**src/rtl/bitonic_loader.sv**
```systemverilog
// Serial-to-parallel front end for the bitonic network: packs a batch of
// elements into one flat vector, pulses valid, then waits for done.
module bitonic_loader #(
  parameter int                    DATA_WIDTH  = 8,
  parameter int                    NODE_ORDER  = 3,
  parameter int                    NODE_DWIDTH = 64,
  parameter logic [DATA_WIDTH-1:0] PAD_VALUE   = {DATA_WIDTH{1'b1}}
) (
  input  logic                   clk,
  input  logic                   reset,
  input  logic [DATA_WIDTH-1:0]  in_data,
  input  logic                   in_valid,
  input  logic                   in_last,
  output logic                   in_ready,
  output logic                   valid,
  output logic [NODE_DWIDTH-1:0] data_in,
  input  logic                   done,
  output logic                   busy,
  output logic [NODE_ORDER:0]    count
);

  localparam int                NUM_ELEM = 2 ** NODE_ORDER;
  localparam logic [NODE_ORDER:0] LAST_IDX = (NODE_ORDER + 1)'(NUM_ELEM - 1);
  localparam logic [NODE_ORDER:0] FULL_CNT = (NODE_ORDER + 1)'(NUM_ELEM);

  generate
    if (NODE_DWIDTH != DATA_WIDTH * NUM_ELEM) begin : g_bad_width
      $error("bitonic_loader: NODE_DWIDTH must equal DATA_WIDTH*2**NODE_ORDER");
    end
    if (NODE_ORDER < 1 || NODE_ORDER > 6) begin : g_bad_order
      $error("bitonic_loader: NODE_ORDER must be within 1..6");
    end
  endgenerate

  typedef enum logic [1:0] {
    ST_FILL,
    ST_ISSUE,
    ST_WAIT
  } state_t;

  state_t                  state;
  state_t                  state_nxt;
  logic                    ready_en;
  logic                    done_q;
  logic                    accept;
  logic                    batch_end;
  logic                    done_rise;
  logic [NODE_DWIDTH-1:0]  data_nxt;

  assign accept    = in_valid & in_ready;
  assign batch_end = accept & (in_last | (count == LAST_IDX));
  assign done_rise = done & ~done_q;

  always_ff @(posedge clk) begin
    if (reset) begin
      state <= ST_FILL;
    end else begin
      state <= state_nxt;
    end
  end

  // A done level left over from before the issue cycle is already in done_q,
  // so only a fresh rise observed in WAIT releases the batch.
  always_comb begin
    state_nxt = state;
    unique case (state)
      ST_FILL:  if (batch_end) state_nxt = ST_ISSUE;
      ST_ISSUE: state_nxt = ST_WAIT;
      ST_WAIT:  if (done_rise) state_nxt = ST_FILL;
      default:  state_nxt = ST_FILL;
    endcase
  end

  always_comb begin
    in_ready = (state == ST_FILL) & ready_en;
    valid    = (state == ST_ISSUE);
    busy     = (state != ST_FILL);
  end

  // Current slot takes the element; on an early last every higher slot is padded.
  always_comb begin
    data_nxt = data_in;
    for (int i = 0; i < NUM_ELEM; i++) begin
      if ((NODE_ORDER + 1)'(i) == count) begin
        data_nxt[DATA_WIDTH*i +: DATA_WIDTH] = in_data;
      end else if (in_last && ((NODE_ORDER + 1)'(i) > count)) begin
        data_nxt[DATA_WIDTH*i +: DATA_WIDTH] = PAD_VALUE;
      end
    end
  end

  always_ff @(posedge clk) begin
    if (reset) begin
      ready_en <= 1'b0;
      done_q   <= 1'b0;
      count    <= '0;
      data_in  <= '0;
    end else begin
      ready_en <= 1'b1;
      done_q   <= done;
      if (accept) begin
        data_in <= data_nxt;
        if (count != FULL_CNT) begin
          count <= count + 1'b1;
        end
      end else if (state == ST_WAIT && done_rise) begin
        count <= '0;
      end
    end
  end

endmodule

```
**config.mk**
```make
export PLATFORM = sky130hd
export DESIGN_NAME = bitonic_loader
export DESIGN_NICKNAME = d
export VERILOG_FILES = /design/src/rtl/bitonic_loader.sv
export SDC_FILE = /design/constraint.sdc
export NUM_CORES = 1
export LEC_CHECK = 0
export ABC_AREA = 1
export CAP_MARGIN = 30
export CORE_ASPECT_RATIO = 1.2
export CORE_UTILIZATION = 42
export DETAILED_ROUTE_END_ITERATION = 8
export PLACE_DENSITY = 0.74
export SLEW_MARGIN = 10
export SYNTH_ARGS = -nofsm -noshare
export SYNTH_HDL_FRONTEND = slang
export SYNTH_SLANG_ARGS = --single-unit
```
**constraint.sdc**
```tcl
create_clock -name clk -period 1.43 [get_ports clk]
set_input_delay 0.286 -clock clk [delete_from_list [all_inputs] [get_ports clk]]
set_output_delay 0.286 -clock clk [all_outputs]
set_load 0.1 [all_outputs]
```
After elaboration in Yosys (flattened, before gate mapping) --
Index checks and enable logic that the tools add are counted.
Word-level totals: register bits 72, bits of input ports 13, logic and storage cells 95
Operators by class: add/sub/neg operators 1, magnitude comparators 8, equal/unequal tests 14, mux-type cells 23, bitwise logic cells 6, reductions and logical operators 31
Operators by type and width (number):
- two-way mux 8 bit | 16
- AND reduction 2 bit | 10
- nonzero test 2 bit | 10
- equality test 3 x 4 -> 1 bit (first input constant) | 4
- greater-than comparator 3 x 4 -> 1 bit (first input constant) | 4
- two-way mux 4 bit | 3
- logical AND 1 bit | 9
- equality test 2 x 4 -> 1 bit (first input constant) | 2
- greater-than comparator 1 x 4 -> 1 bit (first input constant) | 2
- greater-than comparator 2 x 4 -> 1 bit (first input constant) | 2
- one-hot mux 2 bit (3 select lines) | 1
- adder 4 x 1 -> 4 bit (second input constant) | 1
- AND 1 bit | 4
- equality test 1 x 4 -> 1 bit (first input constant) | 1
- equality test 4 x 3 -> 1 bit (second input constant) | 1
- logical NOT 4 bit | 1
- two-way mux 2 bit | 2
- inequality test 2 bit (second input constant) | 2
- inequality test 4 bit (second input constant) | 1
- equality test 2 x 1 -> 1 bit (second input constant) | 1
- equality test 2 bit (second input constant) | 1
- logical NOT 2 bit | 1
- inequality test 2 x 1 -> 1 bit (second input constant) | 1
- two-way mux 1 bit | 1
- other kinds (2) | 2

Logic depth before layout (Yosys ltp) --
Gate-level depths: netlist of run 1.
word-level depth 6, depth in mapped cells 8

Least setup slack after synthesis of run 1 --
No wires, ideal clock.
kind flip-flop to output port, from reg state[0], to out in_ready, arrival 2442 ps, required time 1144 ps, setup slack -1298 ps, stages on the path, launching flop included 4, path buffers 0, path through dfxtp_1 -> inv_1 -> nand2_1 -> nor2_1
Between the ends: word-level cells in the longest chain between the ends 2
Ends and longest elaborated chain:
- from (decl) | RTL line 41 | state_t state;
- from (signal assigned) | RTL line 58 | state <= state_nxt;
- logical NOT 2 bit | RTL line 75 | in_ready = (state == ST_FILL) & ready_en;
- AND 1 bit | RTL line 75
- to (decl) | RTL line 14 | output logic in_ready,
Every way passes these cells.

Worst setup path after layout of run 1 --
from reg state[1], to out in_ready
Same word-level chain as after synthesis.

==> results of run 1 <==
cell type report:
type                       instances  share of cell area [%]
inverter                          31                    2.48
tap                               85                    2.13
multi-input combinational        277                    26.8
clock buffer                      10                    2.55
timing repair buffer             109                    35.7
clock inverter                     5                    1.15
sequential                        72                    29.2
per-layer routing:
metal	GRT usage (%)	wire length [µm]
met5	0	0
met4	13.5	214
met3	4.04	470
met2	44.3	4460
met1	28.9	3320
final timing paths:
| path | cells past startpoint | slack, ps | from | endpoint |
|---|---|---|---|---|
| hold / removal | 2 | 490 | data_in[21] | data_in[21] |
| hold reg to reg | 2 | 490 | data_in[21] | data_in[21] |
| setup reg to reg | 8 | 20 | state[0] | data_in[15] |
| setup / recovery | 5 | -40 | state[1] | in_ready |
worst max-delay path: stages, from the launching register on:
cell and delay (ps):
dfxtp_2 330, buf_6 120, inv_4 50, nand2_4 60
nor2_4 100, buf_12 180
through the flow:
stage	util [%]	hold WS [ps]	area, µm²
3_3_place_gp	72.8	472	4750
3_5_place_dp	72.8	479	4750
5_1_grt	76.6	516	5000
6_report	76.6	488	5000
4_1_cts	75.8	491	4950
2_1_floorplan	-	345	2970
kinds of logic (layout without fill, tap and decap cells):
logic type	count (synthesis)	in the layout	synth area share, %
buffers and inverters	46	155	6.37
AND/OR/NAND/NOR	196	196	28.1
adder cells (fa/ha/maj)	3	3	1.31
flip-flops	72	72	50.3
AO/OA/AOI/OAI	78	78	14.0
registers in the layout, summed over array words and instances, names as in the netlist:
name / cells
done_q: 1
ready_en: 1
data_in: 64
state: 2
count: 4
report_power, final:
group	switching (mW)	internal (mW)	leakage, nW
Combinational	1.12	0.600	1.42
Clock	0.765	0.797	0.0927
Sequential	0.126	2.11	0.593
repair_timing:
action                     in CTS  in global routing
buffers inserted                0                  1
resized for setup               6                 15
setup endpoints to repair       5                 54
hold buffers                    0                  0
pin swaps                       2                  0
cell usage in the layout (no fill, tap or decap), drive strengths merged:
cell           instances
nand4                  9
o21ai                 38
nand3                 13
dfxtp                 72
nor3                   1
or2                    2
bufinv                 1
nand2                 71
a211oi                 1
buf                   97
clkdlybuf4s50         12
clkinv                 2
nor2                  99
a21oi                 39
and2                   1
inv                   32
clkbuf                10
clkinvlp               1
ha                     3
==> summary.txt, run 1 <==
Outcome
  • Status: finished with violations
  • Failing checks: negative setup slack

CTS
  • Worst skew pair latency: 350 ps
  • Worst-path clk slew: 80 ps
  • Num CTS Buffers: 9
  • CTS root buffer: clkbuf_8
  • TritonCTS clock tree: built
  • CTS H-tree depth: 3
  • Longest Clk Path Bufs: 2
  • Clk sinks: slightly above 70

Timing
  • Final Setup Violations: 2
  • Max_slew headroom: between 70% and 80%
  • Worst setup margin: -41.6 ps
  • Fmax: 680 MHz
  • Final Cycle Share: 103%
  • Setup TNS: -76.6 ps
  • Setup Skew: 9.82 ps
  • Final slew viol count: 0
  • RSZ-0062 raised after global routing: true
  • Slew @ Worst Pin: 328 ps
  • Final Hold Fails: 0
  • Minimum clock period: 1470 ps

Layout
  • Storage cell area: approximately 1500 µm²
  • Antenna Diode Count: 0
  • Footprint of the multi-input gates: 1340 µm²
  • Fill cell count: 430
  • Proportion of layout cells with a drive suffix above 1: 29.2%
  • P&R area growth vs syn: 74.2%
  • Final std cells w/o fill: 589
  • Final #Nets: 516

Die
  • Die height: 92.5 µm
  • Initial Util: 43.9%
  • Ports: 84
  • Row count: 32
  • Core Area: 6530 µm²
  • Die width: 77.4 µm
  • Die Area: 7160 µm²

Route
  • DR iter-0 viols: 180
  • Routed wire length per instance: 14.4 µm
  • Final Routed Wirelength: roughly 8.5 mm
  • TritonRoute pass-1 iters: 5
  • Vias/cell: ~5.1
  • Final antenna-violating net count: 0
  • Vias: 3013
  • DRC Markers: 0

Yosys
  • Primary FF master, synth: dfxtp_1
  • Synthesized Nets: 411
  • Cells after Synth: 395
  • Most common cell in the netlist: nor2_1
  • Warnings from Yosys: 0
  • Dominant cells by area after synthesis: dfxtp_1 50%, nor2_1 12%, nand2_1 9.3%
  • EDFF count, synth: 0
  • Synth cell types: 22
  • Cell Area, Synth: 2870 µm²
  • Post-synth top area share: 50.3%
  • Register area share after synthesis: a little over 50%
  • Synth Area per Inst: 7.26 µm²
  • Area leader, netlist: dfxtp_1
  • Ys async rst share: 0%
  • Synth Register Bits: 72
  • Post-synth top cells: 94 x nor2_1, 72 x dfxtp_1, 71 x nand2_1, 37 x a21oi_1, 30 x inv_1

Power and ir drop
  • Power per cell area: approximately 1100 nW/µm²
  • Leak: 2.10 nW
  • Peak VDD IR: roughly 0.00076 V
  • Design Power: 5.52 mW

Placed design
  • Detailed placement HPWL: 6.15 mm
  • Routability cong.: 0.851
  • Port bufs: 83
  • Cell Count Post-Placement: 573
  • Setup Slack @ Placement: -321 ps

Global routing
  • First-pass GRT wire length: 14.0 mm
  • Total gr overflow: 0
  • Largest net degree at the start of global routing: 41
  • Total track usage: approximately 25%
  • Number of global-route vias before repair: 2902
  • Initial antenna violation count: 0

Min path
  • Worst Hold Class: reg2reg

Worst setup path
  • Critical Path End Type: output port
  • Req. time, crit path: 1140 ps
  • WS Path Type: reg2out
  • Crit path launch type: flop
  • Crit path DAT: 1190 ps
  • Worst Path Max Fanout: 3

Flow run
  • Max-Cap Viols: 0
Power figures use the tool's default switching activity.
==> inputs of run 2 (changes only) <==
- CORE_MARGIN: unset -> 2
==> summary.txt, run 2 (synthesized netlist as in run 1, its figures left out) <==
Worst setup path
  • Crit path launch type: flop
  • Critical Path End Type: output port
  • Reg2reg start: count[0]
  • Reg2reg path depth: 8
  • Sequence of cells on the critical path: buf_6, inv_4, nand2_4, nor2_4, buf_12
  • Req. time, crit path: 1140 ps
  • WS Path Type: reg2out
  • Worst path top cell family by delay: buffers and inverters
  • R2r setup slk: -30 ps
  • CP bufs+invs: 3
  • Reg-to-reg endpoint: data_in[55]
  • CP max stage cell: dfxtp_2
  • Slowest stage delay, CP: between 300 and 400 ps
  • Worst Path Max Fanout: 3
  • Crit path DAT: about 1200 ps

Global routing
  • Total gr overflow: 0
  • Largest net degree at the start of global routing: 42
  • Total track usage: 24.7%
  • Initial antenna violation count: 0
  • First-pass GRT wire length: 14.3 mm
  • Number of global-route vias before repair: between 3000 and 4000

Timing
  • Minimum clock period: 1520 ps
  • Max_slew headroom: 79.0%
  • RSZ-0062 raised after global routing: true
  • Final Setup Violations: 10
  • Slew @ Worst Pin: roughly 320 ps
  • Worst setup margin: -90.7 ps
  • Setup TNS: -258 ps
  • Setup Skew: 9.72 ps
  • Hold slack: 488 ps
  • Final Hold Fails: 0
  • Fmax: 658 MHz
  • Final Cycle Share: 106%
  • Final slew viol count: 0

Power and ir drop
  • Design Power: 5.80 mW
  • Peak VDD IR: 0.000693 V
  • Leak: around 2.2 nW
  • Net Sw Frac: 35.7%
  • NetSw: a little over 2 mW
  • Clock share of power: 30.5%
  • Flop pwr share: between 30% and 40%
  • Int Power: 3.73 mW
  • Power per cell area: between 1000 and 1500 nW/µm²
  • Combinational power share: ~31%

Layout
  • Antenna Diode Count: 0
  • Fill cell count: 415
  • P&R area growth vs syn: 81.8%
  • Register with the most flip-flops: data_in
  • Final #Nets: 523
  • Footprint of the multi-input gates: 1430 µm²
  • Most common cell after layout, fill and taps aside: nor2_1
  • Largest register FFs: 64
  • Proportion of layout cells with a drive suffix above 1: 33.4%
  • Post-layout util: between 70 and 80%
  • Commonest non-fill, non-tap cells in the layout: 79 x nor2_1, 76 x buf_12, 66 x dfxtp_1
  • Storage cell area: 1460 µm²
  • Regs by FF count: data_in (64), count (4), state (2)

Die
  • Initial Util: 42.6%
  • Die Area: 7510 µm²
  • Row count: 33
  • Die width: 79.4 µm
  • Core Area: 6730 µm²
  • Die height: 94.5 µm
  • Ports: 84

Route
  • Vias/cell: 5.24
  • Routed wire length per instance: 15.5 µm
  • DRC Markers: 0
  • Final Routed Wirelength: 9.27 mm
  • DR iter-0 viols: 260
  • Final antenna-violating net count: 0
  • Vias: 3141
  • TritonRoute pass-1 iters: 4

Min path
  • Hold path depth: 2
  • Worst Hold Class: reg2reg
  • Hold endpoint: data_in[22]
  • Hold_sp: data_in[22]

CTS
  • CTS root buffer: clkbuf_8
  • Worst skew pair latency: 360 ps
  • CTS H-tree depth: 3
  • Longest Clk Path Bufs: 2
  • Worst-path clk slew: 80 ps
  • TritonCTS clock tree: built
  • Clk sinks: 72
  • Num CTS Buffers: 9

Outcome
  • Failing checks: negative setup slack
  • Status: finished with violations

Placed design
  • Detailed placement HPWL: about 6.1 mm
  • Port bufs: slightly above 80
  • Setup Slack @ Placement: -332 ps
  • Routability cong.: between 0.9 and 1

Flow run
  • Max-Cap Viols: 0
==> run 2: stage by stage <==
| stage | cell area (µm²) | std cells |
|---|---|---|
| 2_1_floorplan | 2970 | 395 |
| 3_3_place_gp | 4750 | 575 |
| 6_report | 5210 | 599 |
| 3_5_place_dp | 4750 | 575 |
| 5_1_grt | 5210 | 599 |
| 4_1_cts | 5020 | 593 |
==> run 2: worst register-to-register path, stage by stage, from the launching register on <==
cell and delay, ps:
dfxtp_4 380, buf_12 130, ha_4 170, nand2_2 60, nand2_1 70, o21ai_1 200, buf_4 210, a21oi_2 70
nor2_1 100
==> run 2: what timing repair did <==
action                     in CTS  in global routing
buffers inserted                2                  6
resized for setup              12                 38
gates cloned                    0                  0
setup endpoints to repair      17                 65
pin swaps                       2                 19
hold buffers                    0                  0
==> run 2: power by group through the flow <==
stage	sequential, mW	combinational [mW]	clock, mW
4_1_cts	2.24	1.72	1.77
6_report	2.25	1.78	1.77
2_1_floorplan	2.99	0.296	0
5_1_grt	2.26	1.85	1.86
3_3_place_gp	2.28	1.68	0
3_5_place_dp	2.29	1.70	0
==> run 2: final cells by class <==
class / count / area share (%)
flip-flops and latches: 72 / 28.0
clock inverters: 5 / 1.54
repair buffers: 116 / 36.0
multi-input cells: 277 / 27.5
clock buffers: 11 / 2.52
inverters: 31 / 2.42
well taps: 87 / 2.09
==> run 2: worst max-delay path by stage <==
| stage | from | endpoint | slack, ps | cells past startpoint |
|---|---|---|---|---|
| floorplan | state[0] | valid | -80 | 2 |
| global placement | in_valid | data_in[28] | -290 | 6 |
| detailed placement | in_valid | data_in[42] | -330 | 6 |
| CTS | state[1] | in_ready | -70 | 5 |
| global route | count[0] | data_in[55] | -170 | 8 |
| finish | state[1] | in_ready | -90 | 5 |
==> run 2: layer usage <==
layer	global-route usage, %	wire length, µm	part of all wire (%)	vias up
met1	27.5	3410	37	1493
met2	43.1	4960	54	123
met3	5.74	560	6.0	34
li1	-	-	-	1491
met5	0	0	0	-
met4	13.8	339	3.7	0
